`src/rtl/disp_pkg.sv`:
```
// Shared types and constants for the stopwatch display controller.
// Holds the FSM encoding, default digit codes and BCD geometry.
package disp_pkg;

    typedef enum logic [1:0] {
        S_IDLE,
        S_CONV,
        S_COMMIT
    } state_t;

    localparam int NIB_W = 4;
    localparam int CONV_CYCLES = 6;

    localparam logic [NIB_W-1:0] BLANK_CODE_DEF = 4'hF;
    localparam logic [NIB_W-1:0] DASH_CODE_DEF = 4'hA;

endpackage

```
`src/rtl/bin2bcd_seq.sv`:
```
// Sequential 6-bit double-dabble: load captures the binary value,
// each step does one add-3 pass and a left shift.
module bin2bcd_seq
    import disp_pkg::*;
(
    input  logic                 CLK,
    input  logic                 RESET,
    input  logic                 load_i,
    input  logic                 step_i,
    input  logic [5:0]           bin_i,
    output logic [2*NIB_W-1:0]   bcd_o
);

    localparam int SW = 2 * NIB_W + 6;

    logic [SW-1:0] sr_q;
    logic [SW-1:0] sr_d;
    logic [SW-1:0] adj;

    always_comb begin
        adj = sr_q;
        if (sr_q[9:6] >= 4'd5) begin
            adj[9:6] = sr_q[9:6] + 4'd3;
        end
        if (sr_q[13:10] >= 4'd5) begin
            adj[13:10] = sr_q[13:10] + 4'd3;
        end
        sr_d = sr_q;
        if (load_i) begin
            sr_d = {{(2*NIB_W){1'b0}}, bin_i};
        end else if (step_i) begin
            sr_d = {adj[SW-2:0], 1'b0};
        end
    end

    always_ff @(posedge CLK) begin
        if (RESET) begin
            sr_q <= '0;
        end else begin
            sr_q <= sr_d;
        end
    end

    assign bcd_o = sr_q[SW-1:6];

endmodule

```
`src/rtl/disp_ctrl.sv`:
```
// Stopwatch display controller: BCD conversion, lap freeze, adjust blink.
// Optional LEADING_ZERO_BLANK_EN blanks a zero minutes-tens digit.
module disp_ctrl
    import disp_pkg::*;
#(
    parameter int         BLINK_DIV  = 25000000,
    parameter int         MAX_VAL    = 59,
    parameter logic [3:0] BLANK_CODE = BLANK_CODE_DEF,
    parameter logic [3:0] DASH_CODE  = DASH_CODE_DEF
) (
    input  logic       CLK,
    input  logic       RESET,
    input  logic [5:0] min_bin,
    input  logic [5:0] sec_bin,
    input  logic       adj_en,
    input  logic       adj_sel,
    input  logic       lap_pulse,
    output logic [3:0] d0,
    output logic [3:0] d1,
    output logic [3:0] d2,
    output logic [3:0] d3,
    output logic       busy,
    output logic       lap_active
);

    localparam int BW = $clog2(BLINK_DIV);
    localparam logic [BW-1:0] BLINK_LAST = BW'(BLINK_DIV - 1);
    localparam logic [6:0] MAX7 = 7'(MAX_VAL);
    localparam logic [2:0] CONV_LAST = 3'(CONV_CYCLES - 1);

    state_t state_q, state_d;
    logic [5:0] smin_q, smin_d;
    logic [5:0] ssec_q, ssec_d;
    logic [2:0] cnt_q, cnt_d;
    logic reconv_q, reconv_d;
    logic lap_q, lap_d;
    logic [3:0] c0_q, c1_q, c2_q, c3_q;
    logic [3:0] c0_d, c1_d, c2_d, c3_d;
    logic [BW-1:0] bcnt_q, bcnt_d;
    logic phase_q, phase_d;
    logic [3:0] d0_q, d1_q, d2_q, d3_q;
    logic [3:0] d0_d, d1_d, d2_d, d3_d;

    logic load;
    logic step;
    logic capture;
    logic lap_rel;
    logic min_dash;
    logic sec_dash;
    logic [7:0] bcd_min;
    logic [7:0] bcd_sec;

    bin2bcd_seq u_min (
        .CLK    (CLK),
        .RESET  (RESET),
        .load_i (load),
        .step_i (step),
        .bin_i  (min_bin),
        .bcd_o  (bcd_min)
    );

    bin2bcd_seq u_sec (
        .CLK    (CLK),
        .RESET  (RESET),
        .load_i (load),
        .step_i (step),
        .bin_i  (sec_bin),
        .bcd_o  (bcd_sec)
    );

    assign capture = (state_q == S_IDLE) &&
                     (({min_bin, sec_bin} != {smin_q, ssec_q}) || reconv_q);

    always_comb begin
        state_d = state_q;
        cnt_d   = cnt_q;
        smin_d  = smin_q;
        ssec_d  = ssec_q;
        load    = 1'b0;
        step    = 1'b0;
        unique case (state_q)
            S_IDLE: begin
                if (capture) begin
                    load    = 1'b1;
                    smin_d  = min_bin;
                    ssec_d  = sec_bin;
                    cnt_d   = '0;
                    state_d = S_CONV;
                end
            end
            S_CONV: begin
                step  = 1'b1;
                cnt_d = cnt_q + 3'd1;
                if (cnt_q == CONV_LAST) begin
                    state_d = S_COMMIT;
                end
            end
            S_COMMIT: state_d = S_IDLE;
            default:  state_d = S_IDLE;
        endcase
    end

    // A release in the same cycle as a capture needs no second pass.
    always_comb begin
        lap_rel  = lap_q && (adj_en || lap_pulse);
        lap_d    = lap_q;
        reconv_d = reconv_q;
        if (lap_rel) begin
            lap_d    = 1'b0;
            reconv_d = 1'b1;
        end else if (lap_pulse && !adj_en) begin
            lap_d = 1'b1;
        end
        if (capture) begin
            reconv_d = 1'b0;
        end
    end

    always_comb begin
        min_dash = {1'b0, smin_q} > MAX7;
        sec_dash = {1'b0, ssec_q} > MAX7;
        c0_d = c0_q;
        c1_d = c1_q;
        c2_d = c2_q;
        c3_d = c3_q;
        if (state_q == S_COMMIT && !lap_q) begin
            c3_d = min_dash ? DASH_CODE : bcd_min[7:4];
            c2_d = min_dash ? DASH_CODE : bcd_min[3:0];
            c1_d = sec_dash ? DASH_CODE : bcd_sec[7:4];
            c0_d = sec_dash ? DASH_CODE : bcd_sec[3:0];
        end
    end

    always_comb begin
        bcnt_d  = '0;
        phase_d = 1'b0;
        if (adj_en) begin
            phase_d = phase_q;
            if (bcnt_q == BLINK_LAST) begin
                phase_d = !phase_q;
            end else begin
                bcnt_d = bcnt_q + BW'(1);
            end
        end
    end

    // Gating on adj_en lets the display go steady on the very next edge.
    always_comb begin
        d0_d = c0_q;
        d1_d = c1_q;
        d2_d = c2_q;
        d3_d = c3_q;
        if (adj_en && phase_q) begin
            if (adj_sel) begin
                d3_d = BLANK_CODE;
                d2_d = BLANK_CODE;
            end else begin
                d1_d = BLANK_CODE;
                d0_d = BLANK_CODE;
            end
        end
`ifdef LEADING_ZERO_BLANK_EN
        if (c3_q == 4'd0 && c3_q != DASH_CODE) begin
            d3_d = BLANK_CODE;
        end
`else
        d3_d = d3_d;
`endif
    end

    always_ff @(posedge CLK) begin
        if (RESET) begin
            state_q  <= S_IDLE;
            cnt_q    <= '0;
            smin_q   <= '0;
            ssec_q   <= '0;
            reconv_q <= 1'b0;
            lap_q    <= 1'b0;
            c0_q     <= '0;
            c1_q     <= '0;
            c2_q     <= '0;
            c3_q     <= '0;
            bcnt_q   <= '0;
            phase_q  <= 1'b0;
            d0_q     <= '0;
            d1_q     <= '0;
            d2_q     <= '0;
            d3_q     <= '0;
        end else begin
            state_q  <= state_d;
            cnt_q    <= cnt_d;
            smin_q   <= smin_d;
            ssec_q   <= ssec_d;
            reconv_q <= reconv_d;
            lap_q    <= lap_d;
            c0_q     <= c0_d;
            c1_q     <= c1_d;
            c2_q     <= c2_d;
            c3_q     <= c3_d;
            bcnt_q   <= bcnt_d;
            phase_q  <= phase_d;
            d0_q     <= d0_d;
            d1_q     <= d1_d;
            d2_q     <= d2_d;
            d3_q     <= d3_d;
        end
    end

    assign d0 = d0_q;
    assign d1 = d1_q;
    assign d2 = d2_q;
    assign d3 = d3_q;
    assign busy = (state_q != S_IDLE);
    assign lap_active = lap_q;

endmodule

```
`config.mk`:
```
export PLATFORM = sky130hd
export DESIGN_NAME = disp_ctrl
export DESIGN_NICKNAME = d
export VERILOG_FILES = /design/src/rtl/disp_pkg.sv /design/src/rtl/bin2bcd_seq.sv /design/src/rtl/disp_ctrl.sv
export SDC_FILE = /design/constraint.sdc
export NUM_CORES = 1
export LEC_CHECK = 0
export BUFFER_PORTS_ARGS = -buffer_cell sky130_fd_sc_hd__buf_2
export CORE_AREA = 8 8 109 91
export CTS_CLUSTER_DIAMETER = 120
export DETAILED_ROUTE_END_ITERATION = 7
export DIE_AREA = 0 0 117 99
export PLACE_DENSITY = 0.7
export SETUP_SLACK_MARGIN = 0.3
export SLEW_MARGIN = 20
export SYNTH_ARGS = -nofsm -noshare
export SYNTH_HDL_FRONTEND = slang
export SYNTH_SLANG_ARGS = --single-unit
```
`constraint.sdc`:
```
create_clock -name CLK -period 2.5 [get_ports CLK]
set_input_delay 0.625 -clock CLK [delete_from_list [all_inputs] [get_ports CLK]]
set_output_delay 0.625 -clock CLK [all_outputs]
set_load 0.01 [all_outputs]
```
# Word-level counts from Yosys, hierarchy flattened
# Index checks and enable logic that the tools add are counted.
[word_totals]
register_bits = 105
latchBits = 0
mem_bits_rw = 0
romBits = 0
in_bits = 17
wordCells = 90
mem_count = 0
[op_classes]
add_sub_neg = 6
n_mul = 0
div = 0
order_cmp = 6
n_eq_ne = 7
shift = 0
muxes = 28
n_bitwise = 1
reduce_logical = 22
[ops]
columns = ["op", "count"]
rows = [
  ["two-way mux 4 bit", 14],
  ["adder 25 x 1 -> 25 bit, second input constant", 1],
  ["== test 25 bit, second input constant", 1],
  ["two-way mux 6 bit", 4],
  [">= comparator 4 x 3 -> 1 bit, second input constant", 4],
  ["greater-than comparator 6 bit, second input constant", 2],
  ["inequality test 12 bit", 1],
  ["two-way mux 3 bit", 3],
  ["adder 4 x 2 -> 4 bit, second input constant", 2],
  ["OR reduction 2 bit", 4],
  ["adder 3 x 2 -> 3 bit, second input constant", 2],
  ["one-hot mux 3 bit (2 select lines)", 1],
  ["AND reduction 2 bit", 3],
  ["nonzero test 2 bit", 3],
  ["logical AND 1 bit", 5],
  ["two-way mux 2 bit", 2],
  ["inequality test 2 bit, second input constant", 2],
  ["one-hot mux 2 bit (2 select lines)", 1],
  ["adder 3 x 1 -> 3 bit, second input constant", 1],
  ["== test 3 bit, second input constant", 1],
  ["zero test 1 bit", 3],
  ["two-way mux 1 bit", 3],
  ["OR reduction 3 bit", 1],
  ["== test 2 x 1 -> 1 bit, second input constant", 1],
  ["4 further kinds", 5],
]

# Longest topological paths before layout
[depth]
ltp_word = 6
ltp_mapped = 8

# Hierarchy
# A second synthesis with hierarchy kept.
[unflattened]
hier_cells = 533
area_unflattened_um2 = 4712.0
[by_module_without_submodules]
columns = ["module", "n_inst", "cells_per_inst", "area_per_inst_um2", "seq_area_each_um2"]
rows = [
  ["disp_ctrl", 1, 351, 3100.5, 1541.5],
  ["bin2bcd_seq", 2, 91, 805.8, 280.3],
]

# Least setup slack after synthesis
# No wires, ideal clock.
[synth_timing]
kind = "input-to-reg"
from = "input port min_bin[4]"
to = "register u_min.sr_q[1]"
t_arrival_ns = 1.850
path_slack_ns = 0.528
stages = 6
n_path_buf = 1
path_cell_list = "xor2_1 -> nor4_1 -> and4_1 -> nor3_2 -> buf_6 -> a221o_1"
[synth_between]
elab_chain_cells = 6
elab_cells_between_ends = 7
classes_between = "1 x eq/ne; 3 x mux; 3 x reduce/logical"
[synth_rtl]
columns = ["item", "line", "rtl"]
rows = [
  ["start: declaration", "disp_ctrl.sv:13", "input logic [5:0] min_bin,"],
  ["inequality test 12 bit *", "disp_ctrl.sv:72", "(({min_bin, sec_bin} != {smin_q, ssec_q}) || reconv_q);"],
  ["logical OR 1 bit *", "disp_ctrl.sv:72", ""],
  ["logical AND 1 bit *", "disp_ctrl.sv:71", "assign capture = (state_q == S_IDLE) &&"],
  ["two-way mux 1 bit *", "disp_ctrl.sv:83", "if (capture) begin"],
  ["two-way mux 1 bit *", "disp_ctrl.sv:81", "unique case (state_q)"],
  ["two-way mux 6 bit or nonzero test 2 bit (tied branches)", "n/a", ""],
  ["end signal: assignment", "bin2bcd_seq.sv:40", "sr_q <= sr_d;"],
  ["end: declaration", "bin2bcd_seq.sv:16", "logic [SW-1:0] sr_q;"],
]
# Every way passes the cells marked *; elsewhere a longest branch is shown, timed or not.
# A chain may end at the register's enable or synchronous reset.

# Worst setup path after layout
[layout_timing]
from = "register bcnt_q[12]"
to = "register bcnt_q[2]"
[layout_between]
elab_chain_cells = 2
[layout_rtl]
columns = ["item", "line", "rtl"]
rows = [
  ["start: declaration", "disp_ctrl.sv:39", "logic [BW-1:0] bcnt_q, bcnt_d;"],
  ["start signal: assignment", "disp_ctrl.sv:200", "bcnt_q <= bcnt_d;"],
  ["== test 25 bit", "disp_ctrl.sv:139", "if (bcnt_q == BLINK_LAST) begin"],
  ["OR reduction 3 bit (no source line)", "n/a", ""],
]
# Every way passes these cells.

==> flow_metrics.tcl <==
set metrics [dict create \
    run_status "finished clean" \
    power_density_nw_per_um2 612 \
    max-cap-violations 0 \
    cpPeakStageDelay_ns 0.44 \
    yosys.cell_types.count 39 \
    period_needed_ns 2.00 \
    busiest_layer "met2" \
    syn_area_sq_um 4370 \
    finalSetupViolations 0 \
    grt_util_all_layers_pct 16.3 \
    cts_buffers 9 \
    io_buffers 34 \
    io_pins 35 \
    min_to "bcnt_q[0]" \
    ir_worst_vdd_mv 0.352 \
    cts_tree "built" \
    synth-seq-area-share_pct 48.1 \
    skew_ns 0.0154 \
    fin_cells 660 \
    maxClockFrequency_mhz 501 \
    cp_max_fo 25 \
    synth_edf_count 0 \
    drc_errors 0 \
    crit_path_start_kind "flip-flop" \
    path_class "reg -> reg" \
    grtUsageMet2_pct 24.1 \
    required_ns 2.76 \
    ant_nets 0 \
    tns_ns 0 \
    clkTransAtPathRegs_ns 0.11 \
    hpwlAfterDp_um 6290 \
    fin_crit_sh_pct 79.9 \
    drt_iter0_markers 302 \
    rr_endpoint "bcnt_q[2]" \
    crit_slowest_cell "or4_1" \
    wl_per_cell_um 13.3 \
    synth_fp_nets 528 \
    rsz0062_at_grt "false" \
    fin_nets 571 \
    rr_worst_depth 6 \
    crit_arrival_ns 2.26 \
    cts_root_buf "clkbuf_8" \
    clk_latency_ns 0.38 \
    syn_to_final_growth_pct 13.5 \
    r2r-start "bcnt_q[12]" \
    path_cells "nand3_4 -> or4_1 -> nor4_2 -> or3b_1 -> buf_4 -> nor2_1" \
    final.setup.worst_slack_ns 0.503 \
    overflow 0 \
    hold_slack_ns 0.446 \
    grtUsageMet3_pct 4.22 \
    min_path_type "reg -> reg" \
    antenna_found_initial 0 \
    grt_pass1_wl_um 15100 \
    synthFlopType "dfxtp_1" \
    grt_util_met1_pct 22.3 \
    utilization_pct 60.6 \
    clock_sinks 105 \
    layout_commonest_cell "dfxtp_1" \
    coreArea_sq_um 8180 \
    final_cell_mix "dfxtp_1, nor2_1, inv_1" \
    vias_per_cell 5.13 \
    rows 30 \
    vias 3387 \
    cts_resized 1 \
    die-area_sq_um 11600 \
    final_hold_viol_count 0 \
    first_pass_iters 4 \
    clock_path_buffers 2 \
    syn_area_per_cell_sq_um 8.74 \
    place_congestion 0.796 \
    hold_depth 1 \
    cts_hold_buf 0 \
    cellLeakagePower_nw 1.88 \
    ys_async_sr_fraction_pct 0 \
    reg2reg_slack_ns 0.50 \
    num_antenna_cells 0 \
    syn_inst 500 \
    drv_slew 0 \
    grt_max_degree 42 \
    slew_headroom_pct 50.8 \
    fill_cells 756 \
    start_util_pct 53.4 \
    placedCellCount 644 \
    fp.dieH_um 99 \
    worstHoldStart "bcnt_q[0]" \
    grt_pass1_vias 3169 \
    cts_setup_buffers 0 \
    yosys_register_bits 105 \
    cp-end-kind "flip-flop" \
    dp_slack_ns -0.115 \
    chipWidth_um 117 \
    htreeDepth 3 \
    tightest_slew_ns 0.735 \
    yosysWarnings 0 \
    drt_wl_total_um 8770 \
    layout-drive-gt1-share_pct 14.4 \
]
==> power by group <==
group / switching, mW / internal (mW)
Sequential: 0.0266 / 1.71
Combinational: 0.102 / 0.0765
Clock: 0.630 / 0.494
Total: 0.758 / 2.28
==> Yosys cell counts (all sizes together), types with 11 or more instances <==
master | n | share of area, %
ha | 11 | 3.2
xor2 | 23 | 4.6
nor2 | 104 | 8.9
nand3 | 12 | 1.5
clkbuf | 17 | 1.5
inv | 38 | 3.3
a21oi | 21 | 2.4
nand2 | 30 | 2.6
dfxtp | 105 | 48
nor3 | 13 | 1.6
xnor2 | 21 | 4.2
o2bb2ai | 14 | 2.8
==> cells by family after synthesis <==
| group | after synthesis | synth area share, % |
|---|---|---|
| AO/OA/AOI/OAI | 70 | 11.2 |
| XOR/XNOR | 44 | 8.82 |
| AND/OR/NAND/NOR | 205 | 22.0 |
| buffers and inverters | 62 | 6.02 |
| adder cells (fa/ha/maj) | 11 | 3.15 |
| multiplexers | 3 | 0.688 |
| flip-flops | 105 | 48.1 |
==> worst max-delay path, delay by kind of cell (launching register included) <==
kind / cells / cell delay [ns]
flip-flops: 1 / 0.42
buffers and inverters: 1 / 0.27
AND/OR/NAND/NOR: 5 / 1.17
==> stage by stage <==
stage / instance area [sq um] / power, mW
floorplan: 4370 / 1.88
global placement: 4730 / 1.94
detailed placement: 4730 / 1.95
CTS: 4950 / 3.07
global route: 4960 / 3.15
finish: 4960 / 3.03
==> layout make-up <==
class	instances	area, sq um	share of cell area, %
Tap cell	112	140	2.83
Multi-Input combinational cell	333	2020	40.7
Clock buffer	9	124	2.50
Sequential cell	105	2100	42.4
Clock inverter	7	95.1	1.92
Inverter	38	143	2.88
Timing Repair Buffer	56	335	6.76
==> state kept, by name (all words and copies together) (netlist names), 6 cells and up <==
signal and flops:
bcnt_q 25, smin_q 6, ssec_q 6, u_min.sr_q 14, u_sec.sr_q 14
==> routing by layer <==
| metal | vias to the layer above | share of wire (%) |
|---|---|---|
| met5 | - | 0 |
| met4 | 0 | 1.2 |
| met3 | 9 | 5.1 |
| met2 | 54 | 45 |
| met1 | 1576 | 49 |
| li1 | 1748 | - |
==> worst max path at each step <==
stage                          start            end  slack [ns]  depth (start not counted)
after floorplan           min_bin[4]  u_min.sr_q[1]        0.53                          6
after global placement    min_bin[4]  u_sec.sr_q[0]       -0.07                          7
after detailed placement  min_bin[4]      ssec_q[4]       -0.12                          7
after CTS                 bcnt_q[12]      bcnt_q[3]        0.42                          6
after global routing      bcnt_q[12]     bcnt_q[24]        0.33                          6
final                     bcnt_q[12]      bcnt_q[2]        0.50                          6
No activity file was read; power rests on OpenSTA's default activity.
